$ cat config.mk
export PLATFORM = sky130hd
export DESIGN_NAME = spi_rx
export DESIGN_NICKNAME = d
export VERILOG_FILES = /design/src/rtl/spi_pkg.sv /design/src/rtl/spi_sync.sv /design/src/rtl/spi_rx.sv
export SDC_FILE = /design/constraint.sdc
export NUM_CORES = 1
export LEC_CHECK = 0
export CORE_MARGIN = 4
export CORE_UTILIZATION = 40
export DETAILED_ROUTE_END_ITERATION = 6
export HOLD_SLACK_MARGIN = 0.1
export PLACE_DENSITY = 0.61
export SYNTH_ARGS = -nofsm -noshare
export SYNTH_HDL_FRONTEND = slang
export SYNTH_SLANG_ARGS = --single-unit
$ cat constraint.sdc
create_clock -name clk -period 3.9 [get_ports clk]
set_clock_uncertainty 0.15 [all_clocks]
set_input_delay 0.585 -clock clk [delete_from_list [all_inputs] [get_ports clk]]
set_output_delay 0.585 -clock clk [all_outputs]
set_load 0.1 [all_outputs]
$ cat src/rtl/spi_pkg.sv
// Shared SPI word/counter widths and the receiver FSM state encoding.
// Latency: n/a (declarations only).
// Backpressure: n/a.
package spi_pkg;

    localparam int SPI_WORD_W = 16;
    localparam int SPI_CNT_W  = 5;

    typedef enum logic [1:0] {
        RESYNC = 2'd0,
        IDLE   = 2'd1,
        SHIFT  = 2'd2
    } spi_rx_state_t;

endpackage

$ cat src/rtl/spi_sync.sv
// Two-flop synchronizer for one asynchronous pin, with a selectable reset value.
// Latency: 2 clk edges from pin to q.
// Backpressure: none.
module spi_sync #(
    parameter logic RST_VAL = 1'b0
) (
    input  logic clk,
    input  logic reset_L,
    input  logic d,
    output logic q
);

    logic s1_q;
    logic s2_q;

    // Metastability filter: first flop may go metastable, second resolves it.
    always_ff @(posedge clk or negedge reset_L) begin
        if (!reset_L) begin
            s1_q <= RST_VAL;
            s2_q <= RST_VAL;
        end else begin
            s1_q <= d;
            s2_q <= s1_q;
        end
    end

    assign q = s2_q;

endmodule

$ cat src/rtl/spi_rx.sv
// SPI mode-0 slave receiver, MSB first; word presented on a valid/ready holding register.
// Latency: rx_valid/rx_data update 3 clk edges after the first edge that sees the last SCLK high.
// Backpressure: holding register full at completion -> new word dropped, rx_overrun pulses.
// Optional: define SPI_RX_FRAME_ERR_EN to pulse frame_err when CS rises mid-word.
module spi_rx
    import spi_pkg::*;
#(
    parameter int WIDTH = SPI_WORD_W,
    parameter int CNT_W = SPI_CNT_W
) (
    input  logic             clk,
    input  logic             reset_L,
    input  logic             spi_cs_L,
    input  logic             spi_sclk,
    input  logic             spi_data,
    input  logic             rx_ready,
    output logic [WIDTH-1:0] rx_data,
    output logic             rx_valid,
    output logic             rx_overrun,
    output logic             frame_err,
    output logic [CNT_W-1:0] counter
);

    logic cs_s;
    logic sclk_s;
    logic data_s;

    spi_sync #(.RST_VAL(1'b1)) u_sync_cs   (.clk(clk), .reset_L(reset_L), .d(spi_cs_L), .q(cs_s));
    spi_sync #(.RST_VAL(1'b0)) u_sync_sclk (.clk(clk), .reset_L(reset_L), .d(spi_sclk), .q(sclk_s));
    spi_sync #(.RST_VAL(1'b0)) u_sync_data (.clk(clk), .reset_L(reset_L), .d(spi_data), .q(data_s));

    spi_rx_state_t    state_q,    state_d;
    logic [WIDTH-1:0] sr_q,       sr_d;
    logic [CNT_W-1:0] cnt_q,      cnt_d;
    logic             done_q,     done_d;
    logic [1:0]       settle_q,   settle_d;
    logic             sclk_s3_q;
    logic [WIDTH-1:0] rx_data_q,  rx_data_d;
    logic             rx_valid_q, rx_valid_d;
    logic             overrun_q,  overrun_d;
`ifdef SPI_RX_FRAME_ERR_EN
    logic             ferr_q,     ferr_d;
`endif

    logic sclk_rise;
    logic last_bit;

    assign sclk_rise = sclk_s & ~sclk_s3_q;
    assign last_bit  = (cnt_q == CNT_W'(WIDTH - 1));

    // Next-state: FSM, shifter, bit counter and holding register.
    always_comb begin
        state_d    = state_q;
        sr_d       = sr_q;
        cnt_d      = cnt_q;
        done_d     = 1'b0;
        settle_d   = {settle_q[0], 1'b1};
        rx_data_d  = rx_data_q;
        rx_valid_d = rx_valid_q;
        overrun_d  = 1'b0;
`ifdef SPI_RX_FRAME_ERR_EN
        ferr_d     = 1'b0;
`endif

        case (state_q)
            // Synced CS reads its reset value (1) for two cycles after reset;
            // wait for real pin data so a frame in flight is not mistaken for idle.
            RESYNC: begin
                if (settle_q[1] && cs_s) begin
                    state_d = IDLE;
                end
            end
            IDLE: begin
                if (!cs_s) begin
                    state_d = SHIFT;
                    cnt_d   = '0;
                end
            end
            SHIFT: begin
                if (sclk_rise) begin
                    sr_d = {sr_q[WIDTH-2:0], data_s};
                    if (last_bit) begin
                        cnt_d  = '0;
                        done_d = 1'b1;
                    end else begin
                        cnt_d = cnt_q + CNT_W'(1);
                    end
                end
                // Completion above wins over a coincident CS rise.
                if (cs_s) begin
                    state_d = IDLE;
`ifdef SPI_RX_FRAME_ERR_EN
                    ferr_d  = (cnt_d != '0);
`endif
                    cnt_d   = '0;
                end
            end
            default: state_d = RESYNC;
        endcase

        if (done_q) begin
            if (!rx_valid_q || rx_ready) begin
                rx_data_d  = sr_q;
                rx_valid_d = 1'b1;
            end else begin
                overrun_d = 1'b1;
            end
        end else if (rx_valid_q && rx_ready) begin
            rx_valid_d = 1'b0;
        end
    end

    // State registers, all cleared asynchronously.
    always_ff @(posedge clk or negedge reset_L) begin
        if (!reset_L) begin
            state_q    <= RESYNC;
            sr_q       <= '0;
            cnt_q      <= '0;
            done_q     <= 1'b0;
            settle_q   <= 2'b00;
            sclk_s3_q  <= 1'b0;
            rx_data_q  <= '0;
            rx_valid_q <= 1'b0;
            overrun_q  <= 1'b0;
`ifdef SPI_RX_FRAME_ERR_EN
            ferr_q     <= 1'b0;
`endif
        end else begin
            state_q    <= state_d;
            sr_q       <= sr_d;
            cnt_q      <= cnt_d;
            done_q     <= done_d;
            settle_q   <= settle_d;
            sclk_s3_q  <= sclk_s;
            rx_data_q  <= rx_data_d;
            rx_valid_q <= rx_valid_d;
            overrun_q  <= overrun_d;
`ifdef SPI_RX_FRAME_ERR_EN
            ferr_q     <= ferr_d;
`endif
        end
    end

    assign rx_data    = rx_data_q;
    assign rx_valid   = rx_valid_q;
    assign rx_overrun = overrun_q;
    assign counter    = cnt_q;
`ifdef SPI_RX_FRAME_ERR_EN
    assign frame_err  = ferr_q;
`else
    assign frame_err  = 1'b0;
`endif

endmodule

Word-level counts from Yosys, hierarchy flattened
Cells that the tools add are included.
W data, S select, Z words.
{ "word_totals": {"latchBits": 0, "word_cells": 55, "ramBits": 0, "in_bits": 6, "romBits": 0, "ff_bits": 51, "memories": 0} }
{ "classes": {"shift": 0, "reduce_logical": 12, "n_addsub": 1, "magnitude_cmp": 0, "n_eq_ne": 8, "muxes": 17, "n_bitwise": 2, "div": 0, "mul": 0} }
{ "op_table": {"columns": ["cell", "n"], "rows": [
  ["$mux W5", 4],
  ["$pmux W5 S2", 1],
  ["$mux W1", 8],
  ["$mux W2", 3],
  ["$pmux W2 S3", 1],
  ["$reduce_and A2 Y1", 3],
  ["$reduce_and A3 Y1", 2],
  ["$add A5 B1 Y5 const B", 1],
  ["$eq A5 B4 Y1 const B", 1],
  ["$ne A2 B1 Y1 const B", 2],
  ["$ne A2 B2 Y1 const B", 2],
  ["$reduce_bool A2 Y1", 2],
  ["$ne A3 B2 Y1 const B", 1],
  ["$eq A2 B1 Y1 const B", 1],
  ["$eq A2 B2 Y1 const B", 1],
  ["$logic_and A1 B1 Y1", 2],
  ["$logic_not A2 Y1", 1],
  ["$and A1 B1 Y1", 1],
  ["$logic_not A1 Y1", 1],
  ["$logic_or A1 B1 Y1", 1],
  ["$not A1 Y1", 1]
]} }

Longest topological paths before layout
{ "depth": {"depth_word": 5, "depth_mapped": 6, "ltp_nobuf": 6} }

Modules after synthesis
Synthesis repeated with hierarchy kept, for this count alone.
{ "unflattened": {"cells_unflattened": 126, "hier_area_um2": 1933.1} }
{ "modules_own_cells": {"columns": ["module", "area_per_inst_um2", "instances", "cells_per_inst", "seq_area_each_um2"], "rows": [
  ["spi_rx", 1780.5, 1, 120, 1126.1],
  ["spi_sync at u_sync_data ...", 50.0, 2, 2, 50.0],
  ["spi_sync at u_sync_cs", 52.6, 1, 2, 52.6]
]} }

Least setup slack after synthesis
Ideal clock, no wire load.
{ "synth_timing": {"path_kind": "reg2reg", "from": "register cnt_q[0], in the netlist counter[0]", "to": "register cnt_q[0], in the netlist counter[0]", "path_stages_with_launch": 6, "setup_time_ns": 0.120, "period_less_slack_ns": 2.185, "t_arrival_ns": 1.915, "path_slack_ns": 1.715, "t_required_ns": 3.630, "path_cell_list": "dfrtp_1 -> ha_1 -> nand3_1 -> o21ai_0 -> nor3_1 -> a21o_1"} }
{ "synth_via": {"elab_chain_len": 5, "elab_cells_between_ends": 6, "classes_between": "add/sub (1); eq/ne (1); mux (4)"} }
{ "synth_rtl": {"columns": ["item", "line_no", "rtl"], "rows": [
  ["from (decl)", "spi_rx.sv:34", "logic [CNT_W-1:0] cnt_q, cnt_d;"],
  ["from (signal assigned)", "spi_rx.sv:131", "cnt_q <= cnt_d;"],
  ["$add A5 B1 Y5 / $eq A5 B4 Y1 (equally long branches)", "spi_rx.sv:86, spi_rx.sv:49", null],
  ["$mux W5 *", "spi_rx.sv:82", "if (last_bit) begin"],
  ["$mux W5 *", "spi_rx.sv:80", "if (sclk_rise) begin"],
  ["$mux W5 *", "spi_rx.sv:90", "if (cs_s) begin"],
  ["$pmux W5 S2 *", "spi_rx.sv:65", "case (state_q)"]
]} }
Mark *: on every way between the ends. The rest lies on a longest branch, timed or not. The select of a mux whose other input is x is not followed.
A chain may end at the register's enable or synchronous reset.

Worst setup path after layout
{ "layout_timing": {"from": "register cnt_q[0], in the netlist counter[0]", "to": "output port counter[0]"} }
{ "layout_lines": {"columns": ["item", "line_no", "rtl"], "rows": [
  ["to (decl)", "spi_rx.sv:21", "output logic [CNT_W-1:0] counter"]
]} }
No word-level cell between the ends.

==> qor.yml <==
grt_usage_pct: 11.06
area_growth_syn_to_layout_pct: 21.54
dieArea_um2: 6159
hold_path.class: "flip-flop to flip-flop"
cp.arrival_ns: 1.87
cp_num_buf_inv: 1
via_count: 1082
crit_family: "buffers and inverters"
cts_tree: "built"
clk_latency_ns: 0.30
grt_max_degree: 52
end_kind: "output port"
ys_ff_latch: 51
grt_pass1_wl_um: 5285
setup-tns-final_ns: 0
cts_setup_buffers: 0
drc_errors: 0
fp.dieH_um: 78.48
ios: 30
antenna_cells: 0
cts_resized: 0
ctsHoldBuffers: 0
clk_path_buf_depth: 2
gp_routability_congestion: 0.8139
setup_ws_ns: 1.292
vdd_drop_max_mv: 0.2439
maxSlewHeadroom_pct: 29.28
fmax_mhz: 383.5
synth_warnings: 0
fin_nets: 177
outcome: "complete, no violations"
coreArea_um2: 4755
place_ws_ns: 1.501
wire_per_inst_um: 13.10
first_pass_iters: 2
syn_inst: 133
p_leak_uw: 0.001170
syn_area_um2: 1987
root_buffer: "clkbuf_8"
worstMarginPinSlew_ns: 1.061
cts_sinks: 51
die_w_um: 78.48
grt_overflow: 0
mostFrequentLayoutCell: "dfrtp_1"
required_ns: 3.16
finalHoldViolations: 0
cts_htree_levels: 2
io_buffers: 28
synth_cell_types: 27
worstPathCellList: "clkdlybuf4s50_1"
path_class: "flip-flop to output port"
postRouteWirelength_um: 3039
slew_viol_final: 0
numCtsBuffers: 5
cp_slowest_cell: "clkdlybuf4s50_1"
viasPerCell: 4.664
rsz0062_at_grt: "no"
grt_pass1_vias: 1106
layout-drive-gt1-share_pct: 28.48
hpwl_um: 2138
syn_nets: 145
powerDensity_nw_per_um2: 481.4
finalSetupViolCount: 0
syn_avg_cell_area_um2: 14.94
ant_nets: 0
path_clk_slew_ns: 0.09
final_cell_mix: "dfrtp_1, mux2_2, clkdlybuf4s50_1"
period_needed_ns: 2.608
initial_core_util_pct: 41.79
drt-initial-drc-count: 28
worstPathMaxFanout: 5
critical_path.max_stage_delay_ns: 1.16
antenna_found_initial: 0
period_share_pct: 66.87
cp-start-kind: "flip-flop"
seq_area_frac_synth_pct: 64.36
fillers: 423
fp-row-count: 25
timing.max_cap.violations: 0
-- stage by stage --
step | hold WS, ns | util (%) | instance area [um^2] | power [uW] | cells
global placement | 0.1825 | 48.87 | 2323 | 851.0 | 225
global route | 0.2119 | 50.79 | 2415 | 1226 | 232
detailed placement | 0.1863 | 48.87 | 2323 | 867.5 | 225
floorplan | 0.1394 | - | 1987 | 803.6 | 133
finish | 0.2045 | 50.79 | 2415 | 1162 | 232
CTS | 0.2077 | 50.79 | 2415 | 1180 | 232
-- where the power goes --
part / switching [uW] / internal (uW)
Sequential: 34.4 / 571
Combinational: 153 / 97.1
Clock: 164 / 143
Total: 352 / 811
-- kinds of logic after synthesis --
family	Yosys count	synth area share (%)
buf+inv	7	1.889
other cells	2	0.3780
mux	34	19.21
flops	51	64.36
fa+ha+maj	6	3.778
compound gates	11	4.219
simple gates	22	6.172
-- final timing paths --
path | from | to | slack (ns) | depth (start not counted)
max in group asynchronous | reset_L | sr_q[10]$_DFFE_PN0P_ | 2.62 | 1
min in group asynchronous | reset_L | counter[0]$_DFFE_PN0P_ | 0.32 | 1
setup / recovery | counter[0]$_DFFE_PN0P_ | counter[0] | 1.29 | 1
setup reg to reg | state_q[0]$_DFFE_PN0P_ | counter[3]$_DFFE_PN0P_ | 2.03 | 6
hold reg to reg | u_sync_data.s1_q$_DFF_PN0_ | u_sync_data.q$_DFF_PN0_ | 0.20 | 0
hold / removal | u_sync_data.s1_q$_DFF_PN0_ | u_sync_data.q$_DFF_PN0_ | 0.20 | 0
-- state kept, by name (all words and copies together), names as in the netlist, 2 cells and up --
register	count
counter	5
sr_q	16
state_q	2
settle_q	2
rx_data	16
-- area by class of cell --
class | count | area, um^2 | area share [%]
inverter | 4 | 15.01 | 0.6218
clock inverter | 1 | 8.758 | 0.3627
multi-input combinational | 75 | 670.6 | 27.77
tap | 67 | 83.83 | 3.471
clock buffer | 6 | 82.58 | 3.420
timing repair buffer | 28 | 275.3 | 11.40
sequential | 51 | 1279 | 52.95
-- synth_stat cells --
master | count | area [um^2]
a21o_1 | 1 | 7.510
a21oi_1 | 3 | 15.01
and2b_1 | 1 | 7.510
and2b_2 | 1 | 8.760
buf_4 | 3 | 22.52
conb_1 | 2 | 7.510
dfrtp_1 | 49 | 1226
dfstp_2 | 2 | 52.55
ha_1 | 6 | 75.07
inv_1 | 4 | 15.01
mux2_1 | 1 | 11.26
mux2_2 | 32 | 360.4
mux2i_1 | 1 | 10.01
nand2_1 | 7 | 26.28
nand2_2 | 1 | 6.260
nand2b_1 | 1 | 6.260
nand2b_4 | 1 | 13.76
nand3_1 | 2 | 10.01
nand3b_1 | 1 | 7.510
nor2_1 | 2 | 7.510
nor2b_1 | 1 | 6.260
nor3_1 | 3 | 15.01
o211ai_2 | 1 | 12.51
o211ai_4 | 1 | 21.27
o21ai_0 | 4 | 20.02
o21bai_1 | 1 | 7.510
or4_1 | 1 | 7.510
-- metal layers --
metal	vias up	global-route usage, %	part of all wire, %
met3	8	3.555	4.8
met5	-	0	0
li1	513	-	-
met1	534	13.51	47
met2	27	17.64	47
met4	0	5.420	2.0
Power figures use the tool's default switching activity.
